===== src/rtl/fp_out_serializer.sv =====
// Serialises 64-bit IEEE-754 double results into a byte stream through a
// 2-entry FIFO. HOLD stalls the stream; a push into a full FIFO is dropped and flagged.
module fp_out_serializer #(
  parameter bit MSB_FIRST = 1'b1,
  parameter bit QUIET_NAN = 1'b0
) (
  input  logic        CLK,
  input  logic        RESET,
  input  logic        RES_VALID,
  input  logic        RES_SIGN,
  input  logic [10:0] RES_EXPN,
  input  logic [51:0] RES_FRAC,
  input  logic        HOLD,
  output logic [7:0]  DATA_OUT,
  output logic        READY,
  output logic        IN_FULL,
  output logic        OVERFLOW
);

  localparam int unsigned WORD_W = 64;
  localparam int unsigned BYTE_W = 8;
  localparam int unsigned DEPTH  = 2;
  localparam int unsigned CNT_W  = 2;
  localparam int unsigned BCNT_W = 3;

  typedef enum logic {ST_IDLE, ST_SEND} state_e;

  state_e              state_q, state_d;
  logic [WORD_W-1:0]   mem_q [DEPTH];
  logic                wr_ptr_q, wr_ptr_d;
  logic                rd_ptr_q, rd_ptr_d;
  logic [CNT_W-1:0]    count_q, count_d;
  logic [WORD_W-1:0]   shreg_q, shreg_d;
  logic [BCNT_W-1:0]   bcnt_q, bcnt_d;
  logic [BYTE_W-1:0]   data_q, data_d;
  logic                ready_q, ready_d;
  logic                in_full_q, in_full_d;
  logic                overflow_q, overflow_d;

  logic                push_c;
  logic                pop_c;
  logic                full_c;
  logic [51:0]         frac_c;
  logic [WORD_W-1:0]   word_c;

  // Incoming word, optionally quietened when it is a NaN
  always_comb begin
    frac_c = RES_FRAC;
    if (QUIET_NAN && (&RES_EXPN) && (|RES_FRAC)) frac_c[51] = 1'b1;
    word_c = {RES_SIGN, RES_EXPN, frac_c};
  end

  assign full_c = (count_q == CNT_W'(DEPTH));
  assign push_c = RES_VALID && !full_c;

  // Next-state: output FSM, FIFO bookkeeping and registered outputs
  always_comb begin
    state_d    = state_q;
    shreg_d    = shreg_q;
    bcnt_d     = bcnt_q;
    pop_c      = 1'b0;
    wr_ptr_d   = wr_ptr_q;
    rd_ptr_d   = rd_ptr_q;
    count_d    = count_q;
    ready_d    = 1'b0;
    data_d     = '0;
    in_full_d  = 1'b0;
    overflow_d = overflow_q;

    unique case (state_q)
      ST_IDLE: begin
        if (count_q != '0) begin
          pop_c   = 1'b1;
          shreg_d = mem_q[rd_ptr_q];
          bcnt_d  = '0;
          state_d = ST_SEND;
        end
      end
      ST_SEND: begin
        if (!HOLD) begin
          if (bcnt_q != BCNT_W'(7)) begin
            bcnt_d  = bcnt_q + BCNT_W'(1);
            shreg_d = MSB_FIRST ? {shreg_q[WORD_W-BYTE_W-1:0], BYTE_W'(0)}
                                : {BYTE_W'(0), shreg_q[WORD_W-1:BYTE_W]};
          end else if (count_q != '0) begin
            pop_c   = 1'b1;
            shreg_d = mem_q[rd_ptr_q];
            bcnt_d  = '0;
          end else begin
            bcnt_d  = '0;
            state_d = ST_IDLE;
          end
        end
      end
      default: state_d = ST_IDLE;
    endcase

    if (push_c) wr_ptr_d = ~wr_ptr_q;
    if (pop_c)  rd_ptr_d = ~rd_ptr_q;
    count_d = CNT_W'(count_q + CNT_W'(push_c) - CNT_W'(pop_c));

    // The shift register always presents the current byte at its output end
    ready_d = (state_d == ST_SEND);
    if (ready_d) data_d = MSB_FIRST ? shreg_d[WORD_W-1 -: BYTE_W] : shreg_d[BYTE_W-1:0];
    in_full_d  = (count_d == CNT_W'(DEPTH));
    overflow_d = overflow_q | (RES_VALID & full_c);
  end

  always_ff @(posedge CLK or negedge RESET) begin
    if (!RESET) begin
      state_q    <= ST_IDLE;
      for (int i = 0; i < DEPTH; i++) mem_q[i] <= '0;
      wr_ptr_q   <= 1'b0;
      rd_ptr_q   <= 1'b0;
      count_q    <= '0;
      shreg_q    <= '0;
      bcnt_q     <= '0;
      data_q     <= '0;
      ready_q    <= 1'b0;
      in_full_q  <= 1'b0;
      overflow_q <= 1'b0;
    end else begin
      state_q    <= state_d;
      if (push_c) mem_q[wr_ptr_q] <= word_c;
      wr_ptr_q   <= wr_ptr_d;
      rd_ptr_q   <= rd_ptr_d;
      count_q    <= count_d;
      shreg_q    <= shreg_d;
      bcnt_q     <= bcnt_d;
      data_q     <= data_d;
      ready_q    <= ready_d;
      in_full_q  <= in_full_d;
      overflow_q <= overflow_d;
    end
  end

  assign DATA_OUT = data_q;
  assign READY    = ready_q;
  assign IN_FULL  = in_full_q;
  assign OVERFLOW = overflow_q;

endmodule


===== config.mk =====
export PLATFORM = sky130hd
export DESIGN_NAME = fp_out_serializer
export DESIGN_NICKNAME = d
export VERILOG_FILES = /design/src/rtl/fp_out_serializer.sv
export SDC_FILE = /design/constraint.sdc
export NUM_CORES = 1
export LEC_CHECK = 0
export CORE_MARGIN = 4
export CORE_UTILIZATION = 40
export CTS_BUF_LIST = sky130_fd_sc_hd__clkbuf_4
export DETAILED_ROUTE_END_ITERATION = 6
export PLACE_DENSITY = 0.62
export SKIP_LAST_GASP = 1
export SYNTH_ARGS = -nofsm -noshare
export SYNTH_HDL_FRONTEND = slang
export SYNTH_SLANG_ARGS = --single-unit

===== constraint.sdc =====
create_clock -name CLK -period 2.6 [get_ports CLK]
set_input_delay 0.26 -clock CLK [delete_from_list [all_inputs] [get_ports CLK]]
set_output_delay 0.26 -clock CLK [all_outputs]
set_load 0.05 [all_outputs]

Word-level counts from Yosys, hierarchy flattened. Index checks and enable logic that the tools add are counted.

Add/subtract/negate cells: 3. $lt $le $gt $ge: 3. Eq/ne operators: 5. Mux-type cells: 22. Bitwise logic cells: 7. Reductions and logical operators: 5.

Operators by type and width (number): two-way mux 64 bit (7); bitwise mux 128 bit (1); one-hot mux 64 bit (2 select lines) (1); demux 64 bit (select 1 bit) (1); two-way mux 3 bit (3); two-way mux 8 bit (1); one-hot mux 3 bit (2 select lines) (1); two-way mux 1 bit (5); == test 2 bit (second input constant) (2); >= comparator 2 bit (second input constant) (2); != test 2 bit (second input constant) (2); inverter 1 -> 2 bit (2); one-hot mux 1 bit (2 select lines) (2); adder 3 x 1 -> 3 bit (second input constant) (1); != test 3 bit (second input constant) (1); inverter 1 bit (3); adder 2 x 1 -> 2 bit (1); logical AND 1 bit (2); < comparator 2 x 1 -> 1 bit (second input constant) (1); AND reduction 2 bit (1); nonzero test 2 bit (1); subtractor 2 x 1 -> 2 bit (1); bitwise AND 1 bit (1); logical NOT 1 bit (1); OR 1 bit (1).

Flip-flop bits (word level): 210. Bits of input ports: 68. Output and inout bits: 11. Logic and storage cells: 57.

Logic depth before layout (Yosys ltp).
Depth after elaboration: 9. Mapped depth: 13. Gate-level depth less buffers: 11.

Worst setup path after synthesis. OpenSTA, ideal clock, no wires.

Path kind: register to register. Start point: register bcnt_q[0]. End point: register in_full_q, in the netlist IN_FULL. Library setup time: 73 ps. Arrival time: 2468 ps. Slack: 60 ps. Cell stages (with the launch flop): 14. Path through: dfrtp_1 -> ha_1 -> ha_1 -> nor2b_1 -> buf_2 -> o21ai_2 -> buf_2 -> inv_1 -> ha_1 -> inv_1 -> ha_1 -> xnor2_1 -> xnor2_1 -> nor2b_1.

Longest elaborated chain between the ends: 6.

RTL lines: start, declared (RTL line 34) `logic [BCNT_W-1:0] bcnt_q, bcnt_d;`; start signal, assigned (RTL line 129) `bcnt_q <= bcnt_d;`; != test 3 bit (RTL line 81) `if (bcnt_q != BCNT_W'(7)) begin`; two-way mux 1 bit (RTL line 81); two-way mux 1 bit (RTL line 80) `if (!HOLD) begin`; one-hot mux 1 bit (2 select lines) (RTL line 70) `unique case (state_q)`; subtractor 2 x 1 -> 2 bit (RTL line 100) `count_d = CNT_W'(count_q + CNT_W'(push_c) - CNT_W'(pop_c));`; named net count_d[1] (RTL line 32) `logic [CNT_W-1:0] count_q, count_d;`; == test 2 bit (RTL line 105) `in_full_d = (count_d == CNT_W'(DEPTH));`; named net in_full_d (RTL line 37) `logic in_full_q, in_full_d;`; end signal, assigned (RTL line 132) `in_full_q <= in_full_d;`; end, declared (RTL line 37).

The timed path passes the listed nets, and every way through them passes these cells. A chain may end at the register's enable or synchronous reset.

Worst setup path in the final report.
Start point: register ready_q, in the netlist READY. End point: output port READY.

RTL lines: start, declared (RTL line 36) `logic ready_q, ready_d;`; start signal, assigned (RTL line 131) `ready_q <= ready_d;`; end, declared (RTL line 15) `output logic READY,`.

No word-level cell between the ends.

==> flow_metrics.py <==
metrics = {
    "detailed_routing": {
        "wire_per_inst_um": 17.7,
        "route.detailed.drc": 0,
        "wl_mm": 21.6,
        "viasPerCell": 5.36,
        "drtAntennaViolNets": 0,
        "drtIter0Drc": 452,
        "firstDrtPassIters": 5,
        "num_vias": 6546,
    },
    "floorplanning": {
        "rows": 56,
        "dieArea_um2": 26600,
        "io_pins": 79,
        "core_um2": 23500,
        "die_h_um": 163,
        "start_util_pct": 40.8,
        "dieWidth_um": 163,
    },
    "global_route": {
        "overflow": 0,
        "grt_pass1_wl_mm": 35.8,
        "grt_pass1_vias": 6667,
        "grt.total_usage_pct": 16.5,
        "antenna_found_initial": 1,
        "grt_max_degree": 69,
    },
    "power": {
        "total_power_mw": 14.1,
        "ir_drop_uv": 494,
        "cellLeakagePower_nw": 4.74,
        "p_per_area_nw_per_um2": 1240,
    },
    "sta": {
        "slew_violations": 0,
        "relSlewSlack_pct": 51.9,
        "finalSetupViolations": 0,
        "hold_viol": 0,
        "tightest_slew_ns": 0.722,
        "tns_ns": 0,
        "min_period_ns": 2.30,
        "grt_setup_unrepaired": "no",
        "timing.hold.ws_ns": 0.153,
        "clock_skew_ns": 0.0451,
        "final.period_utilization_pct": 88.4,
        "max_freq_mhz": 435,
    },
    "synthesis": {
        "netlist.area_leader.share_pct": 54.7,
        "netlist_top_cells_area": "dfrtp_1 55%, mux2_2 15%, o32ai_1 4.4%, a22oi_1 3.8%, a211oi_1 3.7%",
        "synth_area_um2": 9610,
        "synth.distinct_cells": 33,
        "syn_nets": 841,
        "avgSynthCellArea_um2": 12.5,
        "synth_seq_cells": 210,
        "ys_seq_area_share_pct": 54.7,
        "synth_area_leader_cell": "dfrtp_1",
        "synth_warnings": 0,
        "syn_inst": 769,
    },
    "finish": {
        "final_cell_mix": "209 x dfrtp_1, 128 x mux2_2, 84 x clkbuf_4, 76 x clkdlybuf4s50_1",
        "instances_no_fill": 1221,
        "fin_nets": 935,
        "final_common_cell": "dfrtp_1",
        "drive_gt1_share_pct": 27.6,
        "synthToLayoutAreaGrowth_pct": 17.9,
    },
    "status": {
        "status": "finished clean",
    },
    "placed_design": {
        "post-place-cells": 1122,
        "post-dp-hpwl_mm": 13.3,
        "gp_congestion": 0.725,
        "portBuffers": 78,
    },
    "run": {
        "cap_violations": 0,
    },
    "clocking": {
        "post_cts_buffers": 0,
        "cts_tree": "yes",
        "cts_max_path_buffers": 3,
        "clock-sinks": 210,
        "htree_levels": 2,
        "clkSlewWorstSetupHoldPaths_ns": 0.06,
        "numCtsBuffers": 57,
        "clk_latency_ns": 0.66,
        "clockRootBuffer": "clkbuf_4",
    },
    "setup_path": {
        "crit_path_end_kind": "output pin",
        "rr_startpoint": "bcnt_q[0]$_DFFE_PN0P_",
        "r2r_slack_ns": 0.50,
        "slowest_delay_ns": 0.84,
        "cp-endpoint": "READY",
        "slowest_stage": "clkdlybuf4s50_1",
        "crit_required_ns": 2.34,
        "critical_path_class": "register to output pin",
        "crit_family": "buffers and inverters",
        "cp.depth": 2,
        "cp-start-kind": "register",
        "critPathLaunch": "READY$_DFF_PN0_",
        "cp_max_fo": 11,
        "arrival_ns": 2.04,
        "rr_worst_depth": 11,
        "r2r_end": "IN_FULL$_DFF_PN0_",
        "path_buf_inv": 2,
        "cp_cell_sequence": "buf_4 > clkdlybuf4s50_1",
    },
    "worst_hold_path": {
        "hp-class": "input pin to register",
    },
}
registers in the layout, indices dropped and copies added (netlist names):
register / cells
mem_q: 128
OVERFLOW: 1
count_q: 2
rd_ptr_q: 1
bcnt_q: 3
IN_FULL: 1
shreg_q: 64
READY: 1
DATA_OUT: 8
wr_ptr_q: 1
logic make-up (layout without fill, tap and decap cells):
group | count (synthesis) | after routing | synth area share (%)
adder cells (fa/ha/maj) | 4 | 4 | 0.521
XOR/XNOR | 4 | 4 | 0.364
AND/OR/NAND/NOR | 136 | 136 | 7.74
buffers and inverters | 77 | 209 | 5.09
flip-flops | 210 | 210 | 54.7
multiplexers | 146 | 146 | 16.9
other | 0 | 1 | 0
AO/OA/AOI/OAI | 192 | 192 | 14.8
worst min-delay path: stages:
cell     delay [ns]
buf_2          0.13
nor2b_1        0.07
buf_4          0.18
o21ai_0        0.14
cell usage after synthesis:
| cell type | instances |
|---|---|
| a21oi_1 | 1 |
| a31o_2 | 2 |
| mux2i_1 | 18 |
| nor2_1 | 52 |
| and2_0 | 2 |
| a22oi_1 | 49 |
| mux2_2 | 128 |
| and2_1 | 14 |
| buf_4 | 4 |
| nor2b_1 | 50 |
| a211oi_1 | 48 |
| o21ai_1 | 1 |
| or2_2 | 1 |
| ha_1 | 4 |
| o21ai_2 | 1 |
| nor2b_4 | 1 |
| o22ai_1 | 17 |
| nand2b_1 | 2 |
| a21o_1 | 1 |
| nor2_2 | 1 |
| clkbuf_1 | 26 |
| nor3b_1 | 9 |
| nand3_4 | 1 |
| nor3_1 | 1 |
| inv_1 | 11 |
| buf_2 | 22 |
| dfrtp_1 | 210 |
| o32ai_1 | 48 |
| buf_12 | 6 |
| nand2_1 | 2 |
| xnor2_1 | 4 |
| buf_6 | 8 |
| o21ai_0 | 24 |
metrics by stage:
step | cell area (um^2) | utilization (%) | setup slack (ns)
finish | 11300 | 48.1 | 0.301
global route | 11300 | 48.1 | 0.197
CTS | 11300 | 48.1 | 0.234
detailed placement | 10600 | 45.2 | 0.477
global placement | 10600 | 45.2 | 0.502
floorplan | 9610 | - | 0.0595
metal layers:
metal	global-route usage [%]	wire, um
met5	0	0
met1	23.3	9930
met4	5.45	403
met2	25.7	10200
met3	3.48	1030
worst min-delay path by stage:
stage               start                      to  slack [ns]  cells after the start
floorplan           RESET   DATA_OUT[0]$_DFF_PN0_       -0.04                      0
global placement    RESET  mem_q[116]$_DFFE_PN0P_        0.31                      1
detailed placement  RESET   mem_q[57]$_DFFE_PN0P_        0.31                      1
CTS                  HOLD         READY$_DFF_PN0_        0.09                      4
global route         HOLD         READY$_DFF_PN0_        0.16                      4
finish               HOLD         READY$_DFF_PN0_        0.15                      4
cell type report:
class / instances / area [um^2]
timing repair buffer: 101 / 1070
multi-input combinational: 482 / 3880
clock buffer: 84 / 631
fill: 2175 / 12200
clock inverter: 13 / 50.0
tap: 319 / 399
sequential: 210 / 5260
inverter: 11 / 41.3
antenna: 1 / 2.50
report_power, final:
group | switching [mW] | leakage, nW | internal, mW
registers | 0.943 | 2.58 | 4.88
clock network | 1.32 | 0.412 | 1.46
logic | 2.77 | 1.74 | 2.73
total | 5.03 | 4.74 | 9.07
timing repair:
| action | in CTS | in global routing |
|---|---|---|
| hold endpoints to repair | 60 | 0 |
| gates resized for setup | 0 | 0 |
| hold buffers | 1 | 0 |
(Power assumes the default switching activity.)
